**src/rtl/ex_muldiv_if.sv**
```systemverilog
// Operand/control bundle from ID/EX into the EX-stage multiply/divide unit,
// plus the HI/LO, busy and stall signals it returns to the pipeline.
interface ex_muldiv_if;
   logic        I_Start;
   logic [1:0]  I_Op;
   logic [31:0] I_O1;
   logic [31:0] I_O2;
   logic        I_MTHI;
   logic        I_MTLO;
   logic        I_ReadHiLo;
   logic        I_Flush;
   logic        O_Busy;
   logic        O_Stall;
   logic        O_Done;
   logic [31:0] O_HI;
   logic [31:0] O_LO;

   modport slave (
      input  I_Start, I_Op, I_O1, I_O2, I_MTHI, I_MTLO, I_ReadHiLo, I_Flush,
      output O_Busy, O_Stall, O_Done, O_HI, O_LO
   );

   modport master (
      output I_Start, I_Op, I_O1, I_O2, I_MTHI, I_MTLO, I_ReadHiLo, I_Flush,
      input  O_Busy, O_Stall, O_Done, O_HI, O_LO
   );
endinterface

```
**src/rtl/ex_muldiv.sv**
```systemverilog
// Iterative 32-bit MULT/MULTU/DIV/DIVU unit owning HI/LO: 32 shift-add or
// restoring-division steps on magnitudes, then one cycle of sign fix-up.
module ex_muldiv (
   input  logic        clk,
   input  logic        rst_n,
   ex_muldiv_if.slave  bus
);

   typedef enum logic [1:0] {IDLE, RUN, FIX} state_t;

   state_t      state;
   logic [4:0]  cnt;
   logic [1:0]  op_q;
   logic [31:0] mag_a, mag_b, o1_q;
   logic        neg_q, rem_neg_q;
   logic [63:0] acc;
   logic [31:0] hi_q, lo_q;
   logic        done_q;

   // Magnitudes of the incoming operands; unsigned ops never negate.
   logic        signed_op, a_neg, b_neg;
   logic [31:0] abs_a, abs_b;
   assign signed_op = ~bus.I_Op[0];
   assign a_neg     = signed_op & bus.I_O1[31];
   assign b_neg     = signed_op & bus.I_O2[31];
   assign abs_a     = a_neg ? -bus.I_O1 : bus.I_O1;
   assign abs_b     = b_neg ? -bus.I_O2 : bus.I_O2;

   // Multiply step: acc = {partial product, remaining multiplier bits}.
   logic [32:0] mul_sum;
   logic [63:0] mul_next;
   assign mul_sum  = {1'b0, acc[63:32]} + {1'b0, (acc[0] ? mag_a : 32'd0)};
   assign mul_next = {mul_sum, acc[31:1]};

   // Divide step: acc = {partial remainder, dividend bits / quotient bits}.
   logic [32:0] div_shift, div_trial;
   logic        div_ge;
   logic [63:0] div_next;
   assign div_shift = {acc[63:32], acc[31]};
   assign div_trial = div_shift - {1'b0, mag_b};
   assign div_ge    = ~div_trial[32];
   assign div_next  = {(div_ge ? div_trial[31:0] : div_shift[31:0]), acc[30:0], div_ge};

   // Final HI/LO values presented at FIX.
   logic [63:0] prod;
   logic [31:0] quo, rem, fix_hi, fix_lo;
   assign prod = neg_q ? -acc : acc;
   assign quo  = neg_q ? -acc[31:0] : acc[31:0];
   assign rem  = rem_neg_q ? -acc[63:32] : acc[63:32];

   always_comb begin
      fix_hi = prod[63:32];
      fix_lo = prod[31:0];
      if (op_q[1]) begin
         if (mag_b == 32'd0) begin
            fix_hi = o1_q;
            fix_lo = 32'hFFFF_FFFF;
         end else begin
            fix_hi = rem;
            fix_lo = quo;
         end
      end
   end

   // NOTE: sequential state uses non-blocking assignments only, so every
   // register samples pre-edge values regardless of statement order.
   always_ff @(posedge clk or negedge rst_n) begin
      if (!rst_n) begin
         state     <= IDLE;
         cnt       <= 5'd0;
         op_q      <= 2'd0;
         mag_a     <= 32'd0;
         mag_b     <= 32'd0;
         o1_q      <= 32'd0;
         neg_q     <= 1'b0;
         rem_neg_q <= 1'b0;
         acc       <= 64'd0;
         hi_q      <= 32'd0;
         lo_q      <= 32'd0;
         done_q    <= 1'b0;
      end else begin
         done_q <= 1'b0;
         case (state)
            IDLE: begin
               if (bus.I_Start && !bus.I_Flush) begin
                  state     <= RUN;
                  cnt       <= 5'd0;
                  op_q      <= bus.I_Op;
                  mag_a     <= abs_a;
                  mag_b     <= abs_b;
                  o1_q      <= bus.I_O1;
                  neg_q     <= a_neg ^ b_neg;
                  rem_neg_q <= a_neg;
                  acc       <= {32'd0, (bus.I_Op[1] ? abs_a : abs_b)};
               end else if (!bus.I_Start) begin
                  if (bus.I_MTHI) hi_q <= bus.I_O1;
                  if (bus.I_MTLO) lo_q <= bus.I_O1;
               end
            end
            RUN: begin
               if (bus.I_Flush) begin
                  state <= IDLE;
               end else begin
                  acc <= op_q[1] ? div_next : mul_next;
                  cnt <= cnt + 5'd1;
                  if (cnt == 5'd31) state <= FIX;
               end
            end
            FIX: begin
               state <= IDLE;
               if (!bus.I_Flush) begin
                  hi_q   <= fix_hi;
                  lo_q   <= fix_lo;
                  done_q <= 1'b1;
               end
            end
            default: state <= IDLE;
         endcase
      end
   end

   assign bus.O_Busy  = (state != IDLE);
   assign bus.O_Stall = bus.O_Busy &
                        (bus.I_Start | bus.I_MTHI | bus.I_MTLO | bus.I_ReadHiLo);
   assign bus.O_Done  = done_q;
   assign bus.O_HI    = hi_q;
   assign bus.O_LO    = lo_q;

endmodule

```
**src/flat_wrapper.sv**
```systemverilog
// flat-port wrapper written by rule: the top's interface ports become plain ports
module ex_muldiv_flat 
  (clk, rst_n, bus_I_Start, bus_I_Op, bus_I_O1, bus_I_O2, bus_I_MTHI, bus_I_MTLO, bus_I_ReadHiLo, bus_I_Flush, bus_O_Busy, bus_O_Stall, bus_O_Done, bus_O_HI, bus_O_LO);
  ex_muldiv_if bus_i ();
  input  logic clk;
  input  logic rst_n;
  input wire logic [$bits(bus_i.I_Start)-1:0] bus_I_Start;
  input wire logic [$bits(bus_i.I_Op)-1:0] bus_I_Op;
  input wire logic [$bits(bus_i.I_O1)-1:0] bus_I_O1;
  input wire logic [$bits(bus_i.I_O2)-1:0] bus_I_O2;
  input wire logic [$bits(bus_i.I_MTHI)-1:0] bus_I_MTHI;
  input wire logic [$bits(bus_i.I_MTLO)-1:0] bus_I_MTLO;
  input wire logic [$bits(bus_i.I_ReadHiLo)-1:0] bus_I_ReadHiLo;
  input wire logic [$bits(bus_i.I_Flush)-1:0] bus_I_Flush;
  output wire logic [$bits(bus_i.O_Busy)-1:0] bus_O_Busy;
  output wire logic [$bits(bus_i.O_Stall)-1:0] bus_O_Stall;
  output wire logic [$bits(bus_i.O_Done)-1:0] bus_O_Done;
  output wire logic [$bits(bus_i.O_HI)-1:0] bus_O_HI;
  output wire logic [$bits(bus_i.O_LO)-1:0] bus_O_LO;
  assign bus_i.I_Start = bus_I_Start;
  assign bus_i.I_Op = bus_I_Op;
  assign bus_i.I_O1 = bus_I_O1;
  assign bus_i.I_O2 = bus_I_O2;
  assign bus_i.I_MTHI = bus_I_MTHI;
  assign bus_i.I_MTLO = bus_I_MTLO;
  assign bus_i.I_ReadHiLo = bus_I_ReadHiLo;
  assign bus_i.I_Flush = bus_I_Flush;
  assign bus_O_Busy = bus_i.O_Busy;
  assign bus_O_Stall = bus_i.O_Stall;
  assign bus_O_Done = bus_i.O_Done;
  assign bus_O_HI = bus_i.O_HI;
  assign bus_O_LO = bus_i.O_LO;
  ex_muldiv u_core (.clk(clk), .rst_n(rst_n), .bus(bus_i));
endmodule
```
**config.mk**
```make
export PLATFORM = sky130hd
export DESIGN_NAME = ex_muldiv_flat
export DESIGN_NICKNAME = d
export VERILOG_FILES = /design/src/rtl/ex_muldiv_if.sv /design/src/rtl/ex_muldiv.sv /design/src/flat_wrapper.sv
export SDC_FILE = /design/constraint.sdc
export NUM_CORES = 1
export LEC_CHECK = 0
export CAP_MARGIN = 20
export CORE_UTILIZATION = 62
export DETAILED_ROUTE_END_ITERATION = 8
export PLACE_DENSITY = 0.86
export SLEW_MARGIN = 20
export SYNTH_ARGS = -nofsm -noshare
export SYNTH_HDL_FRONTEND = slang
export SYNTH_SLANG_ARGS = --single-unit
```
**constraint.sdc**
```tcl
create_clock -name clk -period 7.79 [get_ports clk]
set_input_delay 2.337 -clock clk [delete_from_list [all_inputs] [get_ports clk]]
set_output_delay 2.337 -clock clk [all_outputs]
set_load 0.03 [all_outputs]
```
==> metrics.yaml <==
wire_per_inst_um: 23.4
p_per_area_nw_per_um2: 356
tns_ns: 0
grt_overflow: 0
worstReg2RegEnd: "u_core.acc[32]"
finalCritPeriodShare: 0.791
grt_pass1_wl_um: 99700
slowest_delay_ns: 0.60
crit_type: "in -> out"
worst_slew_pin_slew_ns: 1.10
first_pass_iters: 6
synth_edf_count: 0
ys_ff_latch: 234
max_freq_ghz: 0.162
cp_max_fo: 3
min_path_type: "reg -> reg"
clock_path_buffers: 3
grt_pass1_vias: 17400
synth_area_um2: 18100
diodes: 0
post-cts-setup-buffers: 0
die_h_um: 173
cts.sink_count: 234
postSynthCellCount: 2325
worst_ep_arrival_time_ns: 3.82
clock_skew_ns: 0.0162
rrSetupSlack_ns: 3.57
peakVddDrop_uv: 194
relSlewSlack: 0.250
maxSlewViolCount: 0
yosys.area.top_type: "dfrtp_1"
place_area_um2: 19500
dr.max_layer_used: "met4"
clkTransAtPathRegs_ns: 0.06
drcViolationCount: 0
min_to: "u_core.o1_q[26]"
numPortBuffers: 139
maxCapViolCount: 0
ys_warn_count: 0
outcome: "completed"
ff2ff_path_depth: 12
worst_setup_path_start_kind: "input port"
htreeDepth: 1
required_ns: 5.45
die_w_um: 173
grt_max_degree: 118
track_usage: 0.429
setup_viol: 0
crit_top_cell: "clkdlybuf4s50_1"
nets: 2487
dieArea_um2: 29800
dp_cells: 2696
synthTopCellsByArea: "dfrtp_1 (32%), nand2_1 (7.6%), o21ai_0 (7.2%)"
ys.flop_type: "dfrtp_1"
critPathSlowestCell: "clkdlybuf4s50_1"
clk_latency_ns: 0.57
synth_top_area_frac: 0.324
rows: 62
cts_tree: "yes"
boundaryPins: 140
area.growth.synth_to_final_pct: 13.2
cp-end-kind: "output port"
drt-total-wl_um: 64200
cts_root_buffer: "clkbuf_16"
cts_hold_buf: 0
r2r_start: "u_core.acc[32]"
multi_input_comb_area_um2: 11400
cts_buffers: 27
gp_congestion: 1.02
crit_chain: "clkdlybuf4s50_1, o41a_1, clkdlybuf4s50_1"
ctsResizeCount: 0
wl_met1_um: 24900
fill_cells: 2340
drive_gt1_frac: 0.0415
regArea_um2: 5860
synthArstFlopShare: 1.00
grt_antenna_before_repair: 0
hold_ws_ns: 0.472
ant_nets: 0
viasPerCell: 6.70
design_area_um2: 20500
synth_cell_type_count: 68
wl_met2_um: 28300
num_vias: 18400
stdcell_count: 2746
dp_hpwl_um: 47300
hold_viol: 0
route.met3.wl_um: 6670
synthesis.nets: 2470
initial_core_util: 0.630
core_region_area_um2: 28700
drtIter0Drc: 2312
seq_area_frac_synth: 0.324
holdPathStages: 2
period_needed_ns: 6.16
synth_area_per_cell_um2: 7.78
final_util: 0.713
p_leak_uw: 0.00876
min_from: "u_core.o1_q[26]"
rsz0062_at_grt: "false"
==> through the flow <==
stage / total power [uW] / worst slack (ns)
6_report: 7280 / 1.63
5_1_grt: 7710 / 1.59
4_1_cts: 7170 / 1.64
3_5_place_dp: 5760 / 1.65
3_3_place_gp: 5670 / 1.64
2_1_floorplan: 4630 / 2.58
==> where the power goes <==
| group | switching [uW] | total (uW) | internal (uW) |
|---|---|---|---|
| Clock | 551 | 1390 | 838 |
| Sequential | 579 | 2080 | 1510 |
| Combinational | 2290 | 3810 | 1520 |
| Total | 3420 | 7280 | 3860 |
==> kinds of logic (layout without fill, tap and decap cells) <==
logic type,count (synthesis),after routing,synth area share
and+or+nand+nor,819,819,0.208
AOI/OAI and AO/OA,694,694,0.230
DFF,234,234,0.324
buffers and inverters,230,267,0.0480
xor gates and xnor gates,203,203,0.0984
muxes,73,73,0.0410
adders and majority gates,72,72,0.0507
==> synth_stat cells, drive strengths merged, types with 45 or more instances <==
| library cell | n |
|---|---|
| a21oi | 175 |
| clkbuf | 154 |
| dfrtp | 234 |
| ha | 70 |
| inv | 56 |
| mux2i | 65 |
| nand2 | 368 |
| nor2 | 160 |
| nor3 | 45 |
| o21ai | 263 |
| xnor2 | 118 |
| xor2 | 85 |
==> area by class of cell <==
cell class / instances / area share
Timing Repair Buffer: 162 / 0.0768
Sequential cell: 234 / 0.286
Inverter: 56 / 0.0103
Multi-Input combinational cell: 1861 / 0.557
Clock inverter: 12 / 0.0105
Tap cell: 384 / 0.0235
Clock buffer: 37 / 0.0363
==> worst max-delay path, delay by kind of cell <==
family / cells / cell delay [ns]
buf+inv: 2 / 1.06
compound gates: 1 / 0.43
==> placed cells by master (no fill, tap or decap), drive strengths merged, types with 45 or more instances in the layout <==
cell type and n:
a21oi 175, clkdlybuf4s50 137, dfrtp 234, ha 70, inv 59, mux2i 65, nand2 368, nor2 160
nor3 45, o21ai 263, xnor2 118, xor2 85
==> registers in the layout (all words and copies together) (netlist names) <==
signal and count:
u_core.o1_q 32, u_core.neg_q 1, u_core.acc 64, u_core.bus.O_Done 1, u_core.cnt 5, u_core.rem_neg_q 1
u_core.op_q 1, u_core.mag_a 31, u_core.bus.O_HI 32, u_core.state 2, u_core.bus.O_LO 32, u_core.mag_b 32
==> layer usage <==
layer,vias up,track usage
met3,268,0.0904
met1,8753,0.563
li1,8270,-
met4,0,0.239
met2,1099,0.664
met5,-,0
==> worst max-delay path by stage <==
stage | start | end | depth (start not counted)
3_3_place_gp | bus_I_MTLO | bus_O_Stall | 3
6_report | bus_I_Start | bus_O_Stall | 3
3_5_place_dp | bus_I_Start | bus_O_Stall | 3
5_1_grt | bus_I_Start | bus_O_Stall | 3
2_1_floorplan | bus_I_Start | bus_O_Stall | 1
4_1_cts | bus_I_Start | bus_O_Stall | 3
No activity file was read; power rests on OpenSTA's default activity.
